**src/rtl/mem_arbiter.sv**
```systemverilog
// mem_arbiter: serialises N_REQ requesters onto one single-port memory, one
// transaction at a time, with round-robin or port-0-priority selection.
module mem_arbiter #(
   parameter int N_REQ  = 2,
   parameter int ADDR_W = 16,
   parameter int DATA_W = 16,
   parameter bit PRIO0  = 1'b0
) (
   input  logic                      clk,
   input  logic                      rst,
   input  logic [N_REQ-1:0]          req,
   input  logic [N_REQ-1:0]          we,
   input  logic [N_REQ*ADDR_W-1:0]   addr,
   input  logic [N_REQ*DATA_W-1:0]   wdata,
   output logic [N_REQ-1:0]          gnt,
   output logic [N_REQ-1:0]          rvalid,
   output logic [DATA_W-1:0]         rdata,
   output logic [ADDR_W-1:0]         mem_addr,
   output logic                      mem_w_en,
   output logic [DATA_W-1:0]         mem_wdata,
   input  logic [DATA_W-1:0]         mem_rdata,
   output logic                      busy
);

   localparam int ID_W = (N_REQ > 1) ? $clog2(N_REQ) : 1;

   typedef enum logic [1:0] {IDLE, ISSUE, RESP} state_t;

   state_t              state, state_nxt;
   logic [ID_W-1:0]     cur_id, last_grant, win_id;
   logic                cur_we;
   logic [ADDR_W-1:0]   cur_addr;
   logic [DATA_W-1:0]   cur_wdata;
   logic                any_req;
   logic                sel_we;
   logic [ADDR_W-1:0]   sel_addr;
   logic [DATA_W-1:0]   sel_wdata;

   assign any_req = |req;

   // Rotating search starting just after the last winner; port 0 overrides
   // the rotation when PRIO0 is set.
   always_comb begin
      logic            found;
      logic [ID_W-1:0] idx;
      // NOTE: every variable gets a default before any branch so no latch is inferred.
      found  = 1'b0;
      idx    = '0;
      win_id = '0;
      for (int k = 1; k <= N_REQ; k++) begin
         idx = ID_W'((int'(last_grant) + k) % N_REQ);
         if (!found && req[idx]) begin
            found  = 1'b1;
            win_id = idx;
         end
      end
      if (PRIO0 && req[0])
         win_id = '0;
   end

   // AND-OR style select so undriven fields of losing ports never reach cur_*.
   always_comb begin
      sel_we    = 1'b0;
      sel_addr  = '0;
      sel_wdata = '0;
      for (int i = 0; i < N_REQ; i++) begin
         if (ID_W'(i) == win_id) begin
            sel_we    = we[i];
            sel_addr  = addr[i*ADDR_W +: ADDR_W];
            sel_wdata = wdata[i*DATA_W +: DATA_W];
         end
      end
   end

   // NOTE: sequential state uses non-blocking assignments only.
   always_ff @(posedge clk) begin
      if (rst) begin
         state      <= IDLE;
         cur_id     <= '0;
         cur_we     <= 1'b0;
         cur_addr   <= '0;
         cur_wdata  <= '0;
         last_grant <= ID_W'(N_REQ - 1);
      end else begin
         state <= state_nxt;
         if (state == IDLE && any_req) begin
            cur_id     <= win_id;
            cur_we     <= sel_we;
            cur_addr   <= sel_addr;
            cur_wdata  <= sel_wdata;
            last_grant <= win_id;
         end
      end
   end

   always_comb begin
      state_nxt = state;
      gnt       = '0;
      rvalid    = '0;
      rdata     = '0;
      mem_w_en  = 1'b0;
      case (state)
         IDLE: begin
            if (any_req)
               state_nxt = ISSUE;
         end
         ISSUE: begin
            gnt[cur_id] = 1'b1;
            mem_w_en    = cur_we;
            state_nxt   = cur_we ? IDLE : RESP;
         end
         RESP: begin
            rvalid[cur_id] = 1'b1;
            rdata          = mem_rdata;
            state_nxt      = IDLE;
         end
         default: state_nxt = IDLE;
      endcase
   end

   assign mem_addr  = cur_addr;
   assign mem_wdata = cur_wdata;
   assign busy      = (state != IDLE);

endmodule

```
**config.mk**
```make
export PLATFORM = sky130hd
export DESIGN_NAME = mem_arbiter
export DESIGN_NICKNAME = d
export VERILOG_FILES = /design/src/rtl/mem_arbiter.sv
export SDC_FILE = /design/constraint.sdc
export NUM_CORES = 1
export LEC_CHECK = 0
export ABC_AREA = 1
export CORE_ASPECT_RATIO = 1.2
export CORE_MARGIN = 2
export CORE_UTILIZATION = 38
export DETAILED_ROUTE_END_ITERATION = 6
export GPL_TIMING_DRIVEN = 0
export PLACE_DENSITY = 0.81
export SLEW_MARGIN = 25
export SYNTH_ARGS = -nofsm -noshare
export SYNTH_HDL_FRONTEND = slang
export SYNTH_SLANG_ARGS = --single-unit
export TNS_END_PERCENT = 20
```
**constraint.sdc**
```tcl
create_clock -name clk -period 1.3 [get_ports clk]
set_input_delay 0.195 -clock clk [delete_from_list [all_inputs] [get_ports clk]]
set_output_delay 0.195 -clock clk [all_outputs]
set_load 0.005 [all_outputs]
```
# Word level (Yosys, flattened, before mapping)
# Index checks and enable logic that the tools add are counted.
[word_totals]
ff_bits = 37
out_inout_bits = 54
elab_cells = 41
[classes]
n_addsub = 2
magnitude_cmp = 4
n_eq_ne = 3
muxes = 19
n_reduce_logical = 7
[op_table]
columns = ["operator", "n"]
rows = [
  ["$mux W16", 3],
  ["$mux W1", 10],
  ["$mux W2", 4],
  ["$lt A1 B2 Y1 const B", 3],
  ["$pmux W2 S2", 1],
  ["$logic_and A1 B1 Y1", 3],
  ["$add A1 B1 Y1 const B", 2],
  ["$eq A2 B1 Y1 const B", 1],
  ["$eq A2 B2 Y1 const B", 1],
  ["$logic_not A2 Y1", 1],
  ["$ne A2 B2 Y1 const B", 1],
  ["$reduce_bool A2 Y1", 1],
  ["$reduce_or A2 Y1", 1],
  ["$demux W1 S1", 1],
  ["$ge A1 B1 Y1 const B", 1],
  ["$logic_not A1 Y1", 1],
]

# Depth between registers and ports, before layout
# Gate-level depths: netlist (run 1).
[depth]
ltp_word = 8
depth_mapped = 7
ltp_nobuf = 6

# Least setup slack after synthesis (run 1)
# OpenSTA, ideal clock, no wires.
[synth_path]
kind = "reg2reg"
from = "register state[1]"
to = "register cur_addr[0] (netlist: mem_addr[0])"
setup_time_ns = 0.112
arrival_ns = 0.950
path_slack_ns = 0.239
path_stages_with_launch = 8
path_buffers = 1
period_less_slack_ns = 1.061
cell_sequence = "dfxtp_1 -> inv_1 -> nand2_1 -> nor2_8 -> buf_6 -> nand2_1 -> nor2_1 -> nor2_1"
[synth_between]
elab_chain_cells = 2
[synth_lines]
columns = ["element", "line_no", "text"]
rows = [
  ["start: declaration", "29", "state_t state, state_nxt;"],
  ["start signal: assignment", "85", "state <= state_nxt;"],
  ["$logic_not A2 Y1", "86", "if (state == IDLE && any_req) begin"],
  ["$logic_and A1 B1 Y1", "86", ""],
  ["end signal: assignment", "89", "cur_addr <= sel_addr;"],
  ["end: declaration", "32", "logic [ADDR_W-1:0] cur_addr;"],
]
# Every way passes these cells.
# A chain may end at the register's enable or synchronous reset.

# Worst setup path in the final report (run 1)
[layout_path]
from = "register state[1]"
to = "output rdata[14]"
[layout_between]
elab_chain_cells = 2
[layout_lines]
columns = ["element", "line_no", "text"]
rows = [
  ["$eq A2 B2 Y1", "102", "case (state)"],
  ["$mux W16", "102", ""],
  ["end: declaration", "17", "output logic [DATA_W-1:0] rdata,"],
]
# Every way passes these cells.

==> results of run 1 <==
==> state kept, by name, indices dropped and copies added, names as in the netlist <==
name / count
last_grant: 1
state: 2
mem_wdata: 16
cur_we: 1
cur_id: 1
mem_addr: 16
==> timing repair <==
action                                  in CTS  in global routing
hold buffers                                 0                  0
endpoints found under the setup margin      77                 51
pin swaps                                    1                  2
resized for setup                          125                 34
buffers inserted                             2                  0
gates cloned                                 2                  0
==> worst paths after layout <==
kind	end	cells after the start
worst min register to register	state[1]	1
worst max register to register	mem_addr[7]	8
worst max-delay path	rdata[14]	4
worst min-delay path	cur_id	4
==> metal layers <==
layer | global-route usage, % | vias up | routed length (um)
met3 | 5.700 | 22 | 476
met4 | 8.939 | 0 | 242
li1 | - | 1454 | -
met5 | 0 | - | 0
met2 | 39.45 | 105 | 3906
met1 | 23.38 | 1213 | 2935
==> worst min-delay path, stage by stage <==
cell and delay, ns:
dlymetal6s2s_1 0.17, a21oi_1 0.11, nand2_2 0.08, a21oi_2 0.05
==> stage by stage <==
step	std cells	setup TNS, ns
floorplan	385	0
global placement	606	-14.11
detailed placement	606	-15.60
CTS	618	-0.4340
global route	618	-1.051
finish	618	-0.2274
==> final cells by class <==
cell class                 instances  area, sq um
fill                             567         2074
multi-input combinational        270         1297
sequential                        37        754.5
inverter                          55        216.5
clock buffer                       7        96.34
tap                               82        102.6
buffer                            24        221.5
timing repair buffer             142         1282
clock inverter                     1        5.005
==> logic make-up (layout without fill, tap and decap cells) <==
logic type	Yosys count	in the layout	share of synthesized area, %
compound gates	35	35	11.00
simple gates	234	235	40.21
flops	37	37	31.16
buf+inv	79	229	17.63
==> power groups by stage <==
stage	registers [mW]	logic [mW]	clock network, mW
after floorplan	1.37	0.665	0
after global placement	1.36	1.34	0
after detailed placement	1.37	1.37	0
after CTS	1.35	1.31	0.909
after global routing	1.37	1.46	0.955
final	1.35	1.32	0.905
==> synthesized netlist by cell type <==
library cell | count | share of area [%]
clkinv_1 | 1 | 0.16
nor2_1 | 89 | 14
buf_6 | 15 | 7.1
a21oi_1 | 1 | 0.21
a21boi_1 | 7 | 2.2
dfxtp_1 | 37 | 31
nand2_4 | 1 | 0.47
nor3_1 | 1 | 0.21
a21boi_0 | 26 | 8.2
buf_4 | 1 | 0.32
buf_2 | 5 | 1.1
inv_1 | 53 | 8.4
nor2_8 | 1 | 0.84
inv_2 | 1 | 0.16
a21oi_2 | 1 | 0.37
nand2_1 | 104 | 16
clkbuf_1 | 3 | 0.47
nand2_2 | 3 | 0.79
nand3_1 | 34 | 7.2
nor2_2 | 1 | 0.26
==> impl_metrics.ini, run 1 <==
[outcome]
status = complete, but fails checks
violations = setup timing

[clock_network]
clockBufferDepth = 2
h-tree-depth = 2
cts_tree = yes
cts-root-buf = clkbuf_8
cts_inserted_buffers = 5
cts_sinks = 37
clk_pin_slew_worst_paths_ns = 0.07
clock_latency_ns = 0.30

[sta]
min_period_over_period_pct = 102.3
period_needed_ns = 1.330
finalHoldViolCount = 0
fmax_ghz = 0.7519
timing.slew.headroom_pct = 76.02
rsz0062_at_grt = true
drv_slew = 0
setup_viol = 11
setup_slack_ns = -0.03005
skew_ns = 0.005534
holdWs_ns = 0.3404
worstMarginPinSlew_ns = 0.3597

[pwr]
p_total_mw = 3.570
clockPowerShare_pct = 25.4
p_per_area_nw_per_um2 = 897.9
ir_drop_uv = 571.8
power.leakage_nw = 2.053
p_sw_mw = 1.127
comb_power_share_pct = 36.8
p_sw_share_pct = 31.55
p_int_mw = 2.444
sequentialPowerShare_pct = 37.8

[route]
num_vias = 2794
route.detailed.drc = 0
drt_iter0_drc = 125
route.antenna.remaining_nets = 0
firstDrtPassIters = 4
routed_via_density = 4.521
totalWireLength_mm = 7.561
wl_per_cell_um = 12.23

[worst_setup_path]
r2r-start = state[0]
cp.required_ns = 1.11
worst_setup_path_start_kind = register
crit_path_end_kind = output pin
worstPathArrival_ns = 1.14
crit_path_top_delay_cell = dfxtp_4
critical_path.cell_chain = nand2_8 > buf_6 > nor2_1 > buf_2
critical-path-top-delay-family = flip-flops
ff2ff_setup_slack_ns = 0.05
crit_path_start = state[1]
crit_path_max_incr_delay_ns = 0.43
crit_fanout = 5
path_buf_inv = 2
path_class = reg -> out

[global_route]
track_usage_pct = 21.61
antenna_found_initial = 0
grt_pass1_vias = 2736
grt_max_degree = 12
overflow = 0
grt_pass1_wl_mm = 12.28

[floorplanning]
io_pins = 140
start_util_pct = 39.29
die_w_um = 76.21
dieArea_sq_um = 6908
core-area_sq_um = 6051
die-height_um = 90.65
rows = 31

[place]
place.gp.congestion = 0.8410
port_buffers = 139
dpl.hpwl_mm = 5.731
place_ws_ns = -0.3813
placed_cell_area_sq_um = 3871

[finish]
final_nets = 621
drive_gt1_share_pct = 16.79
layout_common_cells = nand2_1, clkdlybuf4s50_1, nor2_1
design_area_sq_um = 3976
area_growth_syn_to_layout_pct = 67.26
final_util_pct = 65.72
diodes = 0
final_common_cell = nand2_1

[synth]
synth_area_sq_um = 2377
ys_seq_area_share_pct = 31.16
syn-num-nets = 471
synth_cell_types = 20
syn_area_per_cell_sq_um = 6.175
synth_cells = 385
ys_seq_elements = 37
yosys_warnings = 0

[min_path]
holdCritPathClass = in -> reg
min_from = req[0]

[run]
cap_viol_max_count = 0
(Power assumes the default switching activity.)
==> run 2, diff against run 1 <==
--- a/config.mk
+++ b/config.mk
@@ -8,10 +8,10 @@
 export ABC_AREA = 1
 export CORE_ASPECT_RATIO = 1.2
 export CORE_MARGIN = 2
-export CORE_UTILIZATION = 38
+export CORE_UTILIZATION = 41
 export DETAILED_ROUTE_END_ITERATION = 6
 export GPL_TIMING_DRIVEN = 0
-export PLACE_DENSITY = 0.81
+export PLACE_DENSITY = 0.86
 export SLEW_MARGIN = 25
 export SYNTH_ARGS = -nofsm -noshare
 export SYNTH_HDL_FRONTEND = slang
==> constraint.sdc (replaced) <==
create_clock -name clk -period 1.7 [get_ports clk]
set_input_delay 0.255 -clock clk [delete_from_list [all_inputs] [get_ports clk]]
set_output_delay 0.255 -clock clk [all_outputs]
set_load 0.005 [all_outputs]
==> run 2 against run 1 <==
  * The flow now finishes without violations
  * Sequential cell count is the same
  * Via count shrank 1.6%
  * Critical path depth is the same
  * Combinational power shrank 21%
  * Sequential power shrank 24%
  * Clock-buffer cell count is the same
  * Worst hold slack gained 0.078 ns
  * Final cell count shrank 3.7%
  * Power shrank 25%
  * Clock skew shrank 0.0011 ns
  * Die area shrank 7.0%
  * Setup slack gained 0.081 ns
  * Largest power group is now combinational cells
  * Highest routed layer unchanged
==> impl_metrics.ini, run 2 (synthesis results as in run 1) <==
[finish]
final_nets = 617
area.sequential_sq_um = 742.0
design_area_sq_um = 3963
final_util_pct = 70.38
multiInputGateArea_sq_um = 1232
fillers = 477
diodes = 0
area_growth_syn_to_layout_pct = 66.68
layout_common_cells = clkdlybuf4s50_1, nand2_1, nor2_1
drive_gt1_share_pct = 7.721
final_common_cell = clkdlybuf4s50_1

[floorplanning]
die-height_um = 87.42
dieArea_sq_um = 6426
rows = 30
start_util_pct = 42.22
io_pins = 140
die_w_um = 73.51
core-area_sq_um = 5630

[worst_setup_path]
critical_path.cell_chain = inv_1 > nand2_1 > nor2_1 > clkdlybuf4s50_1
crit_path_max_incr_delay_ns = 0.50
crit_fanout = 4
crit_path_top_delay_cell = clkdlybuf4s50_1
crit_path_end_kind = output pin
path_class = reg -> out
cp.required_ns = 1.44
worstPathArrival_ns = 1.39
worst_setup_path_start_kind = register

[place]
place.gp.congestion = 0.8030
placed_cell_area_sq_um = 3849
dpl.hpwl_mm = 5.623
port_buffers = 139

[sta]
drv_slew = 0
fin_setup_tns_ns = 0
timing.slew.headroom_pct = 72.84
fmax_ghz = 0.6064
finalHoldViolCount = 0
skew_ns = 0.004430
worstMarginPinSlew_ns = 0.4074
period_needed_ns = 1.649
setup_viol = 0
min_period_over_period_pct = 97.01
rsz0062_at_grt = true

[clock_network]
cts_sinks = 37
h-tree-depth = 2
clk_pin_slew_worst_paths_ns = 0.07
cts_tree = yes
clockBufferDepth = 2
cts_hold_buffers = 0
post-cts-setup-buffers = 0
cts-root-buf = clkbuf_8
cts_inserted_buffers = 5
clock_latency_ns = 0.28

[pwr]
power.leakage_nw = 2.019
p_sw_share_pct = 29.72
p_total_mw = 2.672
ir_drop_uv = 375.3
p_sw_uw = 794.1
clockPowerShare_pct = 22.6
p_int_mw = 1.877
comb_power_share_pct = 38.8
p_per_area_nw_per_um2 = 674.2
sequentialPowerShare_pct = 38.5

[route]
route.detailed.drc = 0
drt_iter0_drc = 127
routed_via_density = 4.622
wl_per_cell_um = 12.06
totalWireLength_mm = 7.174
firstDrtPassIters = 4
route.antenna.remaining_nets = 0
num_vias = 2750

[min_path]
holdCritPathClass = reg -> reg

[global_route]
antenna_found_initial = 0
grt_max_degree = 11
grt_pass1_wl_mm = 11.16
grt_pass1_vias = 2601
track_usage_pct = 22.29
overflow = 0

[run]
cap_viol_max_count = 0

[outcome]
status = finished clean
==> run 2: stage by stage <==
stage	instances	hold WS [ns]	worst slack, ns
global placement	588	0.4135	0.02805
floorplan	385	0.3174	0.6251
global route	595	0.4451	-0.01403
CTS	595	0.4205	0.01897
detailed placement	588	0.4184	0.004211
finish	595	0.4185	0.05087
==> run 2: layout make-up <==
| type | instances | share of cell area (%) |
|---|---|---|
| Tap cell | 64 | 2.021 |
| Buffer | 24 | 5.526 |
| Inverter | 55 | 5.210 |
| Clock buffer | 7 | 2.179 |
| Multi-Input combinational cell | 269 | 31.10 |
| Timing Repair Buffer | 139 | 35.24 |
| Sequential cell | 37 | 18.72 |
==> run 2: worst paths after layout <==
path / startpoint / end / slack, ns / depth (start not counted)
setup / recovery: state[1] / gnt[0] / 0.05 / 4
setup reg to reg: last_grant / mem_wdata[8] / 0.50 / 5
hold / removal: cur_we / state[1] / 0.42 / 1
hold reg to reg: cur_we / state[1] / 0.42 / 1
==> run 2: layer usage <==
metal / part of all wire (%) / global-route usage (%) / vias to the layer above
met5: 0 / 0 / -
li1: - / - / 1443
met2: 52 / 42.78 / 107
met4: 2.1 / 9.917 / 0
met1: 38 / 22.71 / 1186
met3: 7.1 / 4.051 / 14
==> run 2: repair_timing <==
| item | CTS | global route |
|---|---|---|
| gates cloned | 0 | 0 |
| pin swaps | 0 | 1 |
| gates resized for setup | 18 | 8 |
| setup endpoints to repair | 18 | 10 |
==> run 2: power groups by stage <==
| stage | combinational, mW | sequential (mW) | clock [mW] |
|---|---|---|---|
| finish | 1.04 | 1.03 | 0.605 |
| global route | 1.15 | 1.04 | 0.663 |
| CTS | 1.05 | 1.03 | 0.622 |
| detailed placement | 1.04 | 1.05 | 0 |
| global placement | 1.02 | 1.04 | 0 |
| floorplan | 0.508 | 1.05 | 0 |
==> run 2: worst max-delay path, delay by kind of cell, from the launching register on <==
kind,cells,cell delay (ns)
simple gates,2,0.20
flops,1,0.34
buf+inv,2,0.58
